--- src/rtl/uart_tx.sv ---
// -----------------------------------------------------------------------------
// uart_tx : 8N1 UART transmitter (serial back end of the IO block's TX path)
//
// Ports
//   clk       in   system clock, all state on the rising edge
//   rst_n     in   asynchronous reset, active-low
//   tx_data   in   [7:0] byte to send, sampled only on the start-accept cycle
//   transmit  in   level request; a frame starts on its rising edge
//   txd       out  serial line, registered, idle high
//   txd_done  out  sticky completion flag, cleared when the next frame starts
//   busy      out  high while a frame is in progress (state != IDLE)
//
// Frame: start bit (0), 8 data bits LSB first, one stop bit (1); each bit lasts
// CLKS_PER_BIT clocks, so a frame is 10*CLKS_PER_BIT clocks from the accept edge.
// -----------------------------------------------------------------------------
module uart_tx #(
   parameter int CLKS_PER_BIT = 434
) (
   input  logic       clk,
   input  logic       rst_n,
   input  logic [7:0] tx_data,
   input  logic       transmit,
   output logic       txd,
   output logic       txd_done,
   output logic       busy
);

   localparam int               CNT_W     = (CLKS_PER_BIT > 1) ? $clog2(CLKS_PER_BIT) : 1;
   localparam logic [CNT_W-1:0] BAUD_LAST = CNT_W'(CLKS_PER_BIT - 1);

   typedef enum logic [1:0] {
      IDLE  = 2'd0,
      START = 2'd1,
      DATA  = 2'd2,
      STOP  = 2'd3
   } state_e;

   state_e           state_q;
   logic [CNT_W-1:0] baud_q;
   logic [2:0]       bit_idx_q;
   logic [7:0]       shift_q;
   logic             transmit_q;
   logic             txd_q;
   logic             done_q;

   logic             start_req;
   logic             baud_last;

   // Only a fresh rising edge of the level request starts a frame, so a request
   // left high after completion never retriggers. transmit_q resets low, which
   // lets a request held through reset release start a frame immediately.
   assign start_req = transmit & ~transmit_q;
   assign baud_last = (baud_q == BAUD_LAST);

   assign busy     = (state_q != IDLE);
   assign txd      = txd_q;
   assign txd_done = done_q;

   always_ff @(posedge clk or negedge rst_n) begin
      if (!rst_n) begin
         state_q    <= IDLE;
         baud_q     <= '0;
         bit_idx_q  <= '0;
         shift_q    <= '0;
         transmit_q <= 1'b0;
         txd_q      <= 1'b1;
         done_q     <= 1'b0;
      end else begin
         transmit_q <= transmit;

         case (state_q)
            IDLE: begin
               txd_q <= 1'b1;
               // Rising edges seen in any other state are simply dropped.
               if (start_req) begin
                  shift_q <= tx_data;
                  txd_q   <= 1'b0;
                  done_q  <= 1'b0;
                  baud_q  <= '0;
                  state_q <= START;
               end
            end

            START: begin
               if (baud_last) begin
                  baud_q    <= '0;
                  txd_q     <= shift_q[0];
                  bit_idx_q <= '0;
                  state_q   <= DATA;
               end else begin
                  baud_q <= baud_q + 1'b1;
               end
            end

            DATA: begin
               if (baud_last) begin
                  baud_q <= '0;
                  if (bit_idx_q != 3'd7) begin
                     // shift_q[1] is the bit that becomes shift_q[0] after the shift.
                     shift_q   <= {1'b0, shift_q[7:1]};
                     txd_q     <= shift_q[1];
                     bit_idx_q <= bit_idx_q + 3'd1;
                  end else begin
                     txd_q   <= 1'b1;
                     state_q <= STOP;
                  end
               end else begin
                  baud_q <= baud_q + 1'b1;
               end
            end

            STOP: begin
               if (baud_last) begin
                  baud_q  <= '0;
                  done_q  <= 1'b1;
                  state_q <= IDLE;
               end else begin
                  baud_q <= baud_q + 1'b1;
               end
            end

            default: begin
               txd_q   <= 1'b1;
               state_q <= IDLE;
            end
         endcase
      end
   end

endmodule

--- config.mk ---
export PLATFORM = sky130hd
export DESIGN_NAME = uart_tx
export DESIGN_NICKNAME = d
export VERILOG_FILES = /design/src/rtl/uart_tx.sv
export SDC_FILE = /design/constraint.sdc
export NUM_CORES = 1
export LEC_CHECK = 0
export BUFFER_PORTS_ARGS = -buffer_cell sky130_fd_sc_hd__buf_2
export CAP_MARGIN = 20
export CELL_PAD_IN_SITES_DETAIL_PLACEMENT = 0
export CELL_PAD_IN_SITES_GLOBAL_PLACEMENT = 2
export CORE_MARGIN = 5
export CORE_UTILIZATION = 42
export CTS_BUF_LIST = sky130_fd_sc_hd__clkbuf_4
export CTS_CLUSTER_SIZE = 14
export DETAILED_ROUTE_END_ITERATION = 8
export PLACE_DENSITY = 0.86
export SLEW_MARGIN = 20
export SYNTH_ARGS = -nofsm -noshare
export SYNTH_HDL_FRONTEND = slang
export SYNTH_SLANG_ARGS = --single-unit
export TNS_END_PERCENT = 20
--- constraint.sdc ---
create_clock -name clk -period 3.24 [get_ports clk]
set_clock_uncertainty 0.1 [all_clocks]
set_input_delay 0.162 -clock clk [delete_from_list [all_inputs] [get_ports clk]]
set_output_delay 0.162 -clock clk [all_outputs]
set_load 0.01 [all_outputs]
==> flow_summary.toml <==
[finish]
stdcell_count = 197
n_antenna_cell = 0
drive_above_1_share = 0.2583
design_area_sq_um = 1570
area_growth_pct = 11.56
nets = 172

[sta]
period_minus_slack_ns = 2.387
period_share = 0.7367
slew_headroom = 0.6020
setup_viol = 0
tightestPinTransition_ns = 0.5970
fmax_ghz = 0.4190
rsz0062_at_grt = "false"
hold_viol = 0
finalSetupTns_ns = 0
slew_violations = 0

[hold_path]
hold_path_class = "in -> reg"
worstHoldStart = "tx_data[4]"

[logic_synthesis]
synthAdderAreaFrac = 0.08000
synth-simple-area-share = 0.1547
syn_nets = 155
syn_area_sq_um = 1408
synth_compound_area_frac = 0.1662
synth.avg_cell_area_sq_um = 10.43
synth_seq_area_share = 0.4453
synth_top_family_by_area = "compound AO/OA/AOI/OAI gates"
netlist_instances = 135
ys_ff_latch = 25
yosysWarnings = 0
synthXorXnorAreaFrac = 0
synthMuxAreaShare = 0.1200
synth_cell_types = 36

[place]
place.gp.congestion = 0.7507
dp_cells = 190
postPlaceCellArea_sq_um = 1513
hpwl_um = 2027
portBuffers = 13

[grt]
grt_overflow_total = 0
track_usage = 0.1409
grt_first_pass_wirelength_um = 4961
grt_pass1_vias = 1080
antenna_found_initial = 0
grt_max_degree = 26

[detailed_routing]
drt_iter0_drc = 49
viasPerCell = 5.360
antenna_left = 0
wire_per_inst_um = 14.18
vias = 1056
post-route-drc-count = 0
drt_wl_total_um = 2794
first_pass_iters = 4

[worst_setup_path]
critPathMaxStageDelay_ns = 0.55
crit_fanout = 17
critPathCaptureType = "flip-flop"
crit_chain = "inv_1, ha_1, and2b_1, nand3_2, a21oi_4, mux2_2"
cp_num_buf_inv = 1
worstPathRequired_ns = 3.36
slowest_stage = "ha_1"
crit_path_start_kind = "flip-flop"
r2r-start = "state_q[0]"
cp_top_family = "adder cells"
crit_start = "state_q[0]"
arrival_ns = 2.51
path_class = "reg -> reg"

[power]
powerDensity_nw_per_um2 = 311.3
vdd_drop_max_mv = 0.1732
p_leak_nw = 0.6649

[floorplanning]
pin_count = 14
fp.dieW_um = 67.89
core_sq_um = 3284
die_h_um = 67.89
die_area_sq_um = 4609
num_rows = 21
start_util = 0.4286

[cts]
ctsHoldBuffers = 3
cts_root_buf = "clkbuf_4"
clk_path_buf_depth = 2
clock_latency_ns = 0.32
cts_tree = "done"
clock_sinks = 25
clk_pin_slew_ns = 0.14
cts-buffers-inserted = 3
htree_levels = 1
ctsResizeCount = 0
cts_setup_buffers = 0

[flow_run]
cap_violations = 0

[status]
outcome = "finished clean"
cells in the mapped netlist:
| master | instances | area (sq um) |
|---|---|---|
| dfrtp_1 | 24 | 600.6 |
| o21ai_0 | 17 | 85.08 |
| mux2_2 | 15 | 168.9 |
| ha_1 | 9 | 112.6 |
| inv_1 | 8 | 30.03 |
| nand2_1 | 8 | 30.03 |
| nand3_1 | 7 | 35.03 |
| nor2_1 | 5 | 18.77 |
| a21o_1 | 4 | 30.03 |
| nand2b_1 | 3 | 18.77 |
| nor4_1 | 3 | 18.77 |
| a21oi_1 | 2 | 10.01 |
| a22o_1 | 2 | 17.52 |
| buf_2 | 2 | 10.01 |
| clkbuf_1 | 2 | 7.510 |
| nand4_1 | 2 | 12.51 |
| nor3_1 | 2 | 10.01 |
| o311ai_0 | 2 | 17.52 |
| a211oi_2 | 1 | 12.51 |
| a21oi_4 | 1 | 16.27 |
| a2bb2oi_1 | 1 | 8.760 |
| a31oi_1 | 1 | 6.260 |
| and2_1 | 1 | 6.260 |
| and2b_1 | 1 | 7.510 |
| and3_1 | 1 | 6.260 |
| and4b_2 | 1 | 11.26 |
| and4bb_2 | 1 | 12.51 |
| dfstp_2 | 1 | 26.28 |
| nand2_2 | 1 | 6.260 |
| nand3_2 | 1 | 10.01 |
| nor3b_1 | 1 | 7.510 |
| o211ai_1 | 1 | 7.510 |
| o22ai_1 | 1 | 6.260 |
| o31ai_1 | 1 | 7.510 |
| o32ai_1 | 1 | 8.760 |
| or3_1 | 1 | 6.260 |
worst register-to-register path, cell delays in order (launching register included):
cell	delay, ns
dfrtp_1	0.44
inv_1	0.12
ha_1	0.55
and2b_1	0.30
nand3_2	0.11
a21oi_4	0.29
mux2_2	0.37
power breakdown:
part           switching [mW]  total (mW)  internal [mW]
clock network          0.0981       0.144         0.0462
registers             0.00251       0.320          0.317
logic                  0.0112      0.0249         0.0136
total                   0.112       0.489          0.377
metrics by stage:
step                setup slack, ns  utilization  total power, mW  hold slack [ns]
floorplan                     1.253            -           0.3338          -0.2336
global placement             0.9524       0.4606           0.3472          0.09196
detailed placement           0.8541       0.4606           0.3486          0.09393
CTS                          0.8422       0.4781           0.4966          0.07194
global route                 0.6734       0.4781           0.5069          0.08661
finish                       0.8532       0.4781           0.4889          0.08830
layout by cell type, fill, tap and decap left out, drive strengths merged, types with 2 or more instances in the layout:
| cell | instances |
|---|---|
| nand2b | 3 |
| a21o | 4 |
| nor3 | 2 |
| nand3 | 8 |
| buf | 13 |
| dlygate4sd3 | 3 |
| ha | 9 |
| nand2 | 9 |
| a22o | 2 |
| o311ai | 2 |
| o21ai | 17 |
| clkbuf | 3 |
| dfrtp | 24 |
| a21oi | 3 |
| nor2 | 5 |
| mux2 | 15 |
| nand4 | 2 |
| inv | 8 |
| nor4 | 3 |
final timing paths:
path / end / slack (ns) / cells after the start
setup / recovery: shift_q[6] / 0.85 / 6
setup reg to reg: shift_q[6] / 0.85 / 6
min in group asynchronous: baud_q[5] / 0.25 / 2
max in group asynchronous: baud_q[2] / 2.41 / 2
hold / removal: shift_q[4] / 0.09 / 3
hold reg to reg: txd / 0.43 / 2
area by class of cell:
class	count	area, sq um
timing repair buffer	16	95.09
clock inverter	1	5.005
sequential	25	626.9
tap	46	57.56
fill	318	1714
inverter	8	30.03
clock buffer	3	22.52
multi-input combinational	98	733.2
registers in the layout (all words and copies together) (netlist names):
signal      count
transmit_q      1
state_q         2
bit_idx_q       3
baud_q          9
txd             1
shift_q         8
txd_done        1
cell families (layout without fill, tap and decap cells):
group | count (synthesis) | in the layout
fa+ha+maj | 9 | 9
buf+inv | 12 | 28
compound gates | 35 | 35
simple gates | 39 | 39
mux | 15 | 15
flops | 25 | 25
metal layers:
layer  vias up  GRT usage  share of wire  wire, um
li1        523          -              -         -
met2        12     0.2284           0.48      1330
met5         -          0              0         0
met4         0    0.05707         0.0075        21
met3         2    0.02135          0.029        82
met1       519     0.1881           0.49      1360
Power figures use the tool's default switching activity.
